### src/rtl/alu_cmd_driver.sv
// alu_cmd_driver: queues ALU commands in a small FIFO, issues them one at a
// time to a registered external ALU, and presents each result through a
// valid/ready handshake. Unsupported op codes bypass the ALU and return an
// error result.
module alu_cmd_driver #(
  parameter int unsigned FIFO_DEPTH = 4,
  parameter int unsigned ALU_LAT    = 1
) (
  input  logic        clk,
  input  logic        rst_n,
  input  logic        cmd_valid,
  output logic        cmd_ready,
  input  logic [3:0]  cmd_sel,
  input  logic [31:0] cmd_a,
  input  logic [31:0] cmd_b,
  output logic [31:0] alu_a,
  output logic [31:0] alu_b,
  output logic [3:0]  alu_sel,
  input  logic [31:0] alu_out,
  output logic        res_valid,
  input  logic        res_ready,
  output logic [31:0] res_data,
  output logic [3:0]  res_sel,
  output logic        res_err,
  output logic        busy,
  output logic [15:0] op_count
);

  localparam int unsigned PW = (FIFO_DEPTH > 1) ? $clog2(FIFO_DEPTH) : 1;
  localparam int unsigned CW = PW + 1;
  localparam int unsigned WW = (ALU_LAT > 1) ? $clog2(ALU_LAT) : 1;
  localparam int unsigned SW = 4;
  localparam int unsigned DW = 32;
  localparam int unsigned EW = SW + 2 * DW;

  localparam logic [1:0] IDLE   = 2'd0;
  localparam logic [1:0] ISSUE  = 2'd1;
  localparam logic [1:0] WAIT   = 2'd2;
  localparam logic [1:0] RESULT = 2'd3;

  logic [EW-1:0] mem [FIFO_DEPTH];
  logic [PW-1:0] wr_ptr;
  logic [PW-1:0] rd_ptr;
  logic [CW-1:0] count;
  logic [CW-1:0] count_nxt;
  logic          push;
  logic          pop;
  logic          empty;

  logic [EW-1:0] head;
  logic [SW-1:0] head_sel;
  logic [DW-1:0] head_a;
  logic [DW-1:0] head_b;
  logic          head_legal;

  logic [1:0]    state;
  logic [1:0]    state_nxt;
  logic [WW-1:0] wait_cnt;
  logic [WW-1:0] wait_nxt;
  logic          ld_alu;
  logic          ld_res;
  logic          ld_err;
  logic          hs;

  // cmd_ready is a registered copy of !full, so a full FIFO never pushes
  assign push       = cmd_valid && cmd_ready;
  assign empty      = (count == '0);
  assign head       = mem[rd_ptr];
  assign head_sel   = head[EW-1 -: SW];
  assign head_a     = head[2*DW-1 -: DW];
  assign head_b     = head[DW-1:0];
  assign head_legal = (head_sel[3:2] == 2'b00);

  // FIFO storage write port (contents are don't-care while empty)
  always_ff @(posedge clk) begin
    if (push) begin
      mem[wr_ptr] <= {cmd_sel, cmd_a, cmd_b};
    end
  end

  // FIFO occupancy after this edge
  always_comb begin
    count_nxt = count + CW'(push) - CW'(pop);
  end

  // FIFO pointers and occupancy; power-of-two depth wraps pointers naturally
  always_ff @(posedge clk or negedge rst_n) begin
    if (!rst_n) begin
      wr_ptr <= '0;
      rd_ptr <= '0;
      count  <= '0;
    end else begin
      if (push) wr_ptr <= wr_ptr + PW'(1);
      if (pop)  rd_ptr <= rd_ptr + PW'(1);
      count <= count_nxt;
    end
  end

  // FSM state and ALU latency counter
  always_ff @(posedge clk or negedge rst_n) begin
    if (!rst_n) begin
      state    <= IDLE;
      wait_cnt <= '0;
    end else begin
      state    <= state_nxt;
      wait_cnt <= wait_nxt;
    end
  end

  // next-state decode; IDLE and an accepted RESULT both dispatch the FIFO head
  always_comb begin
    state_nxt = state;
    wait_nxt  = wait_cnt;
    pop       = 1'b0;
    ld_alu    = 1'b0;
    ld_res    = 1'b0;
    ld_err    = 1'b0;
    hs        = 1'b0;
    case (state)
      IDLE: begin
        if (!empty) begin
          pop = 1'b1;
          if (head_legal) begin
            state_nxt = ISSUE;
            ld_alu    = 1'b1;
          end else begin
            state_nxt = RESULT;
            ld_err    = 1'b1;
          end
        end
      end
      ISSUE: begin
        state_nxt = WAIT;
        wait_nxt  = '0;
      end
      WAIT: begin
        if (wait_cnt == WW'(ALU_LAT - 1)) begin
          state_nxt = RESULT;
          ld_res    = 1'b1;
        end else begin
          wait_nxt = wait_cnt + WW'(1);
        end
      end
      RESULT: begin
        if (res_ready) begin
          hs = 1'b1;
          if (empty) begin
            state_nxt = IDLE;
          end else begin
            pop = 1'b1;
            if (head_legal) begin
              state_nxt = ISSUE;
              ld_alu    = 1'b1;
            end else begin
              state_nxt = RESULT;
              ld_err    = 1'b1;
            end
          end
        end
      end
      default: state_nxt = IDLE;
    endcase
  end

  // registered outputs: ALU operands, result payload, status and counter
  always_ff @(posedge clk or negedge rst_n) begin
    if (!rst_n) begin
      cmd_ready <= 1'b1;
      busy      <= 1'b0;
      res_valid <= 1'b0;
      alu_a     <= '0;
      alu_b     <= '0;
      alu_sel   <= '0;
      res_data  <= '0;
      res_sel   <= '0;
      res_err   <= 1'b0;
      op_count  <= '0;
    end else begin
      cmd_ready <= (count_nxt != CW'(FIFO_DEPTH));
      busy      <= (state_nxt != IDLE) || (count_nxt != '0);
      res_valid <= (state_nxt == RESULT);
      if (ld_alu) begin
        alu_a   <= head_a;
        alu_b   <= head_b;
        alu_sel <= head_sel;
      end
      if (ld_res) begin
        res_data <= alu_out;
        res_sel  <= alu_sel;
        res_err  <= 1'b0;
      end else if (ld_err) begin
        res_data <= '0;
        res_sel  <= head_sel;
        res_err  <= 1'b1;
      end
      if (hs) op_count <= op_count + 16'd1;
    end
  end

endmodule
### config.mk
export PLATFORM = sky130hd
export DESIGN_NAME = alu_cmd_driver
export DESIGN_NICKNAME = d
export VERILOG_FILES = /design/src/rtl/alu_cmd_driver.sv
export SDC_FILE = /design/constraint.sdc
export NUM_CORES = 1
export LEC_CHECK = 0
export BUFFER_PORTS_ARGS = -buffer_cell sky130_fd_sc_hd__buf_2
export CORE_UTILIZATION = 51
export DETAILED_ROUTE_END_ITERATION = 8
export PLACE_DENSITY = 0.86
export SLEW_MARGIN = 25
export SYNTH_ARGS = -nofsm -noshare
export SYNTH_HDL_FRONTEND = slang
export SYNTH_SLANG_ARGS = --single-unit
### constraint.sdc
create_clock -name clk -period 2.7 [get_ports clk]
set_input_delay 0 -clock clk [delete_from_list [all_inputs] [get_ports clk]]
set_output_delay 0 -clock clk [all_outputs]
set_load 0.1 [all_outputs]
==> impl_metrics.yaml <==
run_status:
  status: "completed"
placed_design:
  buffer_ports.inserted: 227
  placedInstanceArea_um2: 16800
  dp_hpwl_mm: 17.4
  dp.cells: 1319
  routabilityCongestion: 0.782
cts:
  cts-buffers-inserted: 41
  ctsLongestPathBuffers: 3
  tritoncts_num_sinks: 405
  tritoncts: "yes"
  htreeDepth: 2
  clkLatencyLatePin_ns: 0.52
  cts.reportedPaths.clkPinSlew_ns: 0.06
  clock_tree.root_cell: "sky130_fd_sc_hd__clkbuf_16"
critical_path:
  worst-path-max-fanout: 3
  path_buf_inv: 2
  kind_of_launch_point_of_the_worst_setup_path: "flip-flop"
  cp_top_family: "adder cells"
  critical_path.endpoint_type: "flip-flop"
  crit_chain: "ha_2, a21o_1, nand3_2, inv_2, ha_1, inv_1, ha_2, fa_2, xnor2_2, xnor2_2, nor3_2, nand3_1"
  critical-path-slowest-cell: "sky130_fd_sc_hd__dfrtp_1"
  timing.critical_path.required_ns: 3.07
  max_stage_delay_ns: 0.40
  category_of_the_critical_setup_timing_path: "flip-flop to flip-flop"
  timing.critical_path.arrival_ns: 2.97
global_routing:
  gr-usage-all-layers_pct: 21.1
  grtUsageMet2_pct: 38.1
  globalRouteOverflowTotal: 0
  number_of_antenna_violations_at_the_first_check_in_global_routing: 0
  grt-busiest-layer: "met2"
  grt_start_max_net_pins: 69
  globalRouteMet1Util_pct: 25.4
  grt_pass1_vias: 8797
  met3_usage_pct: 5.01
  grt_pass1_wl_mm: 48.6
synth:
  yosys.area.top_type: "sky130_fd_sc_hd__edfxtp_1"
  ys.warnings.count: 0
  synth_seq_cells: 405
  synth_async_sr_flop_share_pct: 32.8
  netlist_instances: 723
  syn_avg_cell_area_um2: 20.9
  ys_types: 39
  ys_top_cells_by_area: "sky130_fd_sc_hd__edfxtp_1 (54%), sky130_fd_sc_hd__dfrtp_1 (22%), sky130_fd_sc_hd__mux4_2 (10%), sky130_fd_sc_hd__mux2_2 (3.7%), sky130_fd_sc_hd__a22o_1 (1.9%)"
  netlist.area_leader.share_pct: 54.1
  synth_fp_nets: 839
  synth.yosys.seq_area_share_pct: 76.2
  yosys.cell_count.top_type: "sky130_fd_sc_hd__edfxtp_1"
  synth.top_cells.by_count: "sky130_fd_sc_hd__edfxtp_1 (272), sky130_fd_sc_hd__dfrtp_1 (132), sky130_fd_sc_hd__mux4_2 (68), sky130_fd_sc_hd__mux2_2 (50), sky130_fd_sc_hd__a22o_1 (32)"
  ys.flop_type: "sky130_fd_sc_hd__edfxtp_1"
  synth_area_um2: 15100
  synth_edf_count: 272
cells_and_area:
  drive_above_1_share_pct: 42.2
  fillerInstances: 1820
  multi_input_comb_area_um2: 3440
  insertedDiodeCount: 0
  finish.instance_area_um2: 19300
  fin_cells: 1503
  flow.area_growth_from_synthesis_pct: 27.7
  area.sequential_um2: 11500
  fin_nets: 1202
detailed_routing:
  drt-vias-per-instance: 5.40
  drt-total-wl_mm: 31.5
  drc: 0
  route.vias.total: 8118
  dr.first_iter.drc_count: 470
  routed_wire_length_per_instance_um: 20.9
  detail_route.first_pass.iterations: 5
  antenna_violation_net_count_after_detailed_routing: 0
die:
  placeableCoreArea_um2: 28900
  die_height_um: 174
  die_area_um2: 30300
  dieWidth_um: 174
  initial_core_util_pct: 52.2
  placementRows: 62
  boundaryPins: 228
sta:
  clock_tree_skew_after_final_layout_ns: 0.0192
  max_freq_mhz: 385
  timing.slew.headroom_pct: 50.5
  finalHoldViolations: 0
  setup_viol_count_final: 0
  fin_crit_sh_pct: 96.1
  final.hold.worst_slack_ns: 0.0702
  finalWorstPathRequiredPeriod_ns: 2.59
  slew_viol_final: 0
  worstMarginPinSlew_ns: 0.743
run:
  cap_viol_max_count: 0
hold_path:
  worstHoldPathType: "primary input to async pin"
[cell usage in the layout (no fill, tap or decap), types with 5 or more instances in the layout]
| master | count |
|---|---|
| sky130_fd_sc_hd__edfxtp_1 | 272 |
| sky130_fd_sc_hd__buf_2 | 226 |
| sky130_fd_sc_hd__dfrtp_1 | 130 |
| sky130_fd_sc_hd__dlygate4sd3_1 | 103 |
| sky130_fd_sc_hd__mux4_2 | 68 |
| sky130_fd_sc_hd__mux2_2 | 50 |
| sky130_fd_sc_hd__clkbuf_16 | 44 |
| sky130_fd_sc_hd__a22o_1 | 32 |
| sky130_fd_sc_hd__mux2_4 | 18 |
| sky130_fd_sc_hd__buf_4 | 15 |
| sky130_fd_sc_hd__xnor2_1 | 13 |
| sky130_fd_sc_hd__nand2_1 | 11 |
| sky130_fd_sc_hd__inv_1 | 10 |
| sky130_fd_sc_hd__clkbuf_1 | 10 |
| sky130_fd_sc_hd__nor2_1 | 8 |
| sky130_fd_sc_hd__nand3_1 | 8 |
| sky130_fd_sc_hd__ha_1 | 8 |
| sky130_fd_sc_hd__clkinv_2 | 8 |
| sky130_fd_sc_hd__clkbuf_8 | 8 |
| sky130_fd_sc_hd__buf_12 | 8 |
| sky130_fd_sc_hd__a21oi_1 | 5 |
| sky130_fd_sc_hd__xor2_1 | 5 |
[state kept, by name (all words and copies together) (netlist names)]
register,count
res_valid,1
mem,272
res_err,1
alu_sel,4
alu_a,32
alu_b,32
count,3
busy,1
rd_ptr,2
res_data,32
wr_ptr,2
op_count,16
state,2
cmd_ready,1
res_sel,4
[final timing paths]
| kind | from | end | slack, ns | cells after the start |
|---|---|---|---|---|
| max in group asynchronous | rst_n | cmd_ready | 1.87 | 3 |
| min in group clk | cmd_a[18] | mem[3][50] | 0.23 | 2 |
| setup reg to reg | state[1] | busy | 0.11 | 12 |
| hold / removal | rst_n | alu_a[17] | 0.07 | 2 |
| setup / recovery | state[1] | busy | 0.11 | 12 |
| hold reg to reg | op_count[15] | op_count[15] | 0.48 | 1 |
[layer usage]
layer  up-vias  share of wire, %
li1       3599                 -
met1      4156                39
met2       310                53
met3        53               6.8
met4         0               1.7
met5         -                 0
[metrics by stage]
stage          TNS (ns)  worst slack, ns  util, %
6_report              0            0.105     66.6
5_1_grt         -0.0492          -0.0492     66.6
4_1_cts               0           0.0165     66.4
3_5_place_dp          0          0.00685     58.1
3_3_place_gp          0            0.173     58.1
2_1_floorplan         0          0.00131        -
[repair_timing]
item | 4_1_cts | 5_1_grt
setup endpoints to repair | 1 | 1
buffers inserted | 1 | 4
gates resized for setup | 2 | 11
pin swaps | 1 | 7
hold endpoints to repair | 429 | 0
hold buffers | 103 | 0
[final cells by class]
cell class | instances | share of cell area (%)
Inverter | 13 | 0.253
Clock buffer | 62 | 6.48
Tap cell | 384 | 2.49
Clock inverter | 14 | 0.539
Timing Repair Buffer | 353 | 12.7
Multi-Input combinational cell | 272 | 17.9
Sequential cell | 405 | 59.7
[cells by family (layout without fill, tap and decap cells)]
family	Yosys count	after routing	share of synthesized area, %
fa+ha+maj	12	12	1.04
xor+xnor	20	20	1.16
simple gates	53	53	1.77
buf+inv	46	442	1.49
compound gates	51	51	2.68
mux	136	136	15.7
flops	405	405	76.2
[worst register-to-register path, delay by kind of cell (launching register included)]
family	cells	cell delay (ns)
simple gates	3	0.38
buf+inv	2	0.08
flops	1	0.40
compound gates	1	0.21
xor+xnor	2	0.35
fa+ha+maj	4	1.02
Power is left out: the tool's default activity adds up to more than one toggle a clock period on the data nets, which glitch-free logic cannot reach.
